===== src/rtl/sync_serial_tx.sv =====
// sync_serial_tx: frames words behind a sync code and shifts them out MSB-first
module sync_serial_tx #(
  parameter int         DATA_W    = 8,
  parameter logic [7:0] SYNC_CODE = 8'h5A,
  parameter int         MAX_WORDS = 16
) (
  input  logic              CLK,
  input  logic              RESET,
  input  logic [DATA_W-1:0] DATA_IN,
  input  logic              DATA_VALID,
  output logic              DATA_READY,
  output logic              S_OUT,
  output logic              S_VALID,
  output logic              BUSY
);
  localparam int BW = $clog2(DATA_W);
  localparam int WW = $clog2(MAX_WORDS + 1);
  typedef enum logic [1:0] {IDLE, SYNC, DATA} state_t;
  state_t            state;
  logic [2:0]        sync_cnt;
  logic [BW-1:0]     bit_cnt;
  logic [WW-1:0]     word_cnt;
  logic [DATA_W-1:0] hold_reg;
  logic [DATA_W-1:0] shift_reg;
  logic              hs;
  assign DATA_READY = !RESET && (state == IDLE || (state == DATA && bit_cnt == '0));
  assign hs = DATA_VALID && DATA_READY;
  // Outputs are registered from the next state so each bit appears the cycle after its decision edge
  always_ff @(posedge CLK) begin
    if (RESET) begin
      state     <= IDLE;
      S_OUT     <= 1'b1;
      S_VALID   <= 1'b0;
      BUSY      <= 1'b0;
      sync_cnt  <= '0;
      bit_cnt   <= '0;
      word_cnt  <= '0;
      hold_reg  <= '0;
      shift_reg <= '0;
    end else begin
      case (state)
        IDLE: if (hs) begin
          hold_reg <= DATA_IN;
          word_cnt <= '0;
          sync_cnt <= 3'd7;
          state    <= SYNC;
          S_OUT    <= SYNC_CODE[7];
          S_VALID  <= 1'b1;
          BUSY     <= 1'b1;
        end
        SYNC: if (sync_cnt != 3'd0) begin
          sync_cnt <= sync_cnt - 3'd1;
          S_OUT    <= SYNC_CODE[sync_cnt - 3'd1];
        end else begin
          shift_reg <= hold_reg;
          bit_cnt   <= BW'(DATA_W - 1);
          state     <= DATA;
          S_OUT     <= hold_reg[DATA_W-1];
        end
        DATA: if (bit_cnt != '0) begin
          shift_reg <= {shift_reg[DATA_W-2:0], 1'b0};
          bit_cnt   <= bit_cnt - 1'b1;
          S_OUT     <= shift_reg[DATA_W-2];
        end else if (hs && 32'(word_cnt) + 1 < MAX_WORDS) begin
          word_cnt  <= word_cnt + 1'b1;
          shift_reg <= DATA_IN;
          bit_cnt   <= BW'(DATA_W - 1);
          S_OUT     <= DATA_IN[DATA_W-1];
        end else if (hs) begin
          word_cnt <= '0;
          hold_reg <= DATA_IN;
          sync_cnt <= 3'd7;
          state    <= SYNC;
          S_OUT    <= SYNC_CODE[7];
        end else begin
          state   <= IDLE;
          S_OUT   <= 1'b1;
          S_VALID <= 1'b0;
          BUSY    <= 1'b0;
        end
        default: state <= IDLE;
      endcase
    end
  end
endmodule


===== config.mk =====
export PLATFORM = sky130hd
export DESIGN_NAME = sync_serial_tx
export DESIGN_NICKNAME = d
export VERILOG_FILES = /design/src/rtl/sync_serial_tx.sv
export SDC_FILE = /design/constraint.sdc
export NUM_CORES = 1
export LEC_CHECK = 0
export BUFFER_PORTS_ARGS = -buffer_cell sky130_fd_sc_hd__buf_4
export CAP_MARGIN = 20
export CORE_ASPECT_RATIO = 1.25
export CORE_MARGIN = 10
export CORE_UTILIZATION = 55
export DETAILED_ROUTE_END_ITERATION = 10
export GPL_ROUTABILITY_DRIVEN = 1
export PLACE_DENSITY = 0.82
export SLEW_MARGIN = 30
export SYNTH_ARGS = -nofsm -noshare
export SYNTH_HDL_FRONTEND = slang
export SYNTH_SLANG_ARGS = --single-unit

===== constraint.sdc =====
create_clock -name CLK -period 2.36 [get_ports CLK]
set_input_delay 0.472 -clock CLK [delete_from_list [all_inputs] [get_ports CLK]]
set_output_delay 0.472 -clock CLK [all_outputs]
set_load 0.02 [all_outputs]

==> impl_metrics.tcl <==
set metrics [dict create \
    outcome "complete, no violations" \
    drt-vias-per-instance 5.87 \
    ys_seq_area_share_pct 35.4 \
    post-route-period-util_pct 95.2 \
    io_pins 15 \
    firstDrtPassIters 4 \
    rsz0062_at_grt "no" \
    place_area_sq_um 1830 \
    synth_cell_types 49 \
    finalNonFillerCells 242 \
    die_area_sq_um 5720 \
    wl_mm 3.61 \
    fin_nets 225 \
    die_height_um 82.1 \
    placed_cells 234 \
    critPathCaptureType "output pin" \
    start_kind "register" \
    multi_input_area_sq_um 1000 \
    synth_edf_count 0 \
    cts_tree "done" \
    total_leakage_power_uw 0.000819 \
    design_area_sq_um 1900 \
    wl_per_cell_um 14.9 \
    mostFrequentLayoutCell "nor2_1" \
    skew_ns 0.00935 \
    crit_arrival_ns 1.77 \
    yosysWarnings 0 \
    track_usage_pct 13.3 \
    dpl.hpwl_mm 2.77 \
    setup_tns_ns 0 \
    postCtsHoldBufs 0 \
    cp_max_fo 10 \
    synth_area_sq_um 1700 \
    clockRootBuffer "clkbuf_4" \
    grt_pass1_wl_mm 6.27 \
    synthToLayoutAreaGrowth_pct 11.6 \
    regArea_sq_um 601 \
    fill_cells 241 \
    slew_headroom_pct 60.2 \
    tightest_slew_ns 0.592 \
    synth_cells 188 \
    peakVddDrop_uv 893 \
    synthesis.nets 208 \
    async_flop_share_pct 0 \
    timing.reg2reg.worst_path_depth 6 \
    finalHoldViolations 0 \
    synth_flop_cell "dfxtp_1" \
    ys_ff_latch 30 \
    antenna_found_initial 0 \
    core_area_sq_um 2950 \
    power_density_nw_per_um2 1140 \
    clk_latency_ns 0.34 \
    hp-class "in2reg" \
    clk_pin_slew_ns 0.10 \
    gr-total-overflow 0 \
    finalCriticalPeriod_ns 2.25 \
    crit_path_top_delay_cell "dfxtp_1" \
    vias 1421 \
    path_class "reg2out" \
    post-cts-setup-buffer-count 0 \
    initial_core_util_pct 57.6 \
    cts_sinks 30 \
    n_antenna_cell 0 \
    ant_nets 0 \
    largest_reg_flops 8 \
    crit_chain "inv_1 -> ha_1 -> and3b_2 -> nor2_2 -> nor2_1 -> buf_4" \
    cap_violations 0 \
    h-tree-depth 2 \
    cts_buffers 5 \
    syn_area_per_cell_sq_um 9.03 \
    grt_max_degree 18 \
    drv_slew 0 \
    slowest_delay_ns 0.37 \
    rows 22 \
    fmax_mhz 445 \
    hold_depth 3 \
    setup_viol 0 \
    post-route-drc-count 0 \
    post-place-ws_ns 0.272 \
    grt_pass1_vias 1457 \
    portBuffers 14 \
    required_ns 1.89 \
    layout-drive-gt1-share_pct 20.4 \
    die_w_um 69.7 \
    gp_congestion 0.913 \
    drt_iter0_drc 99 \
    clk_path_buf_depth 2 \
    setup_ws_ns 0.114 \
    most-common-layout-cells "nor2_1, dfxtp_1, mux2i_1, buf_4, a21oi_1" \
]
[synth_stat cells, types with 2 or more instances]
cell       number  area, sq um
a2111oi_2       2         30.0
a21oi_1        15         75.1
a22o_1          2         17.5
a32oi_1         3         26.3
a41oi_1         2         17.5
buf_6           2         22.5
clkbuf_1        4         15.0
dfxtp_1        30          601
ha_1            9          113
inv_1          12         45.0
mux2_2          2         22.5
mux2i_1        21          210
nand2_1         6         22.5
nand2b_1        2         12.5
nand3_1         2         10.0
nor2_1         33          124
nor2b_1         2         12.5
nor3_1          4         20.0
o21ai_0         4         20.0
xnor2_1         2         17.5
[cell families (layout without fill, tap and decap cells)]
logic type / count (synthesis) / count (layout) / share of synthesized area (%)
xor+xnor: 2 / 2 / 1.03
compound gates: 45 / 45 / 21.3
flops: 30 / 30 / 35.4
buf+inv: 21 / 39 / 5.82
simple gates: 58 / 58 / 16.1
fa+ha+maj: 9 / 9 / 6.63
mux: 23 / 23 / 13.7
[where the power goes]
part | switching [uW] | internal (uW) | leakage [uW] | total [uW]
sequential | 77.5 | 622 | 0.000245 | 699
clock | 181 | 144 | 0.0000353 | 325
combinational | 655 | 482 | 0.000538 | 1140
total | 913 | 1250 | 0.000819 | 2160
[critical path, delay by kind of cell, from the launching register on]
| kind | cells | cell delay, ns |
|---|---|---|
| flops | 1 | 0.37 |
| fa+ha+maj | 1 | 0.31 |
| simple gates | 3 | 0.51 |
| buf+inv | 2 | 0.24 |
[per-stage QoR]
step           hold WS, ns  power [uW]  util, %
2_1_floorplan        0.454        1590        -
3_3_place_gp         0.469        1790     62.2
3_5_place_dp         0.484        1840     62.2
4_1_cts              0.369        2170     64.2
5_1_grt              0.381        2320     64.4
6_report             0.372        2160     64.4
[path summary, 6_finish.rpt]
path / to / from / slack [ns]
worst max-delay path: DATA_READY / state[0] / 0.11
worst min register to register: sync_cnt[1] / sync_cnt[1] / 0.49
worst max register to register: bit_cnt[1] / word_cnt[0] / 0.26
worst min-delay path: hold_reg[7] / DATA_IN[7] / 0.37
[cell type report]
cell class | count | share of cell area (%)
multi-input combinational | 137 | 52.9
sequential | 30 | 31.7
timing repair buffer | 19 | 7.52
clock buffer | 7 | 2.90
inverter | 12 | 2.38
tap | 36 | 2.38
clock inverter | 1 | 0.264
[per-layer routing]
metal	track usage [%]	wire [um]
met1	12.7	1420
met2	24.8	1890
met3	3.82	202
met4	8.70	96
met5	0	0
[repair_timing]
item | 4_1_cts | 5_1_grt
gates resized for setup | 0 | 2
setup endpoints to repair | 0 | 1
endpoints found under the hold margin | 0 | 0
(Power assumes the default switching activity.)
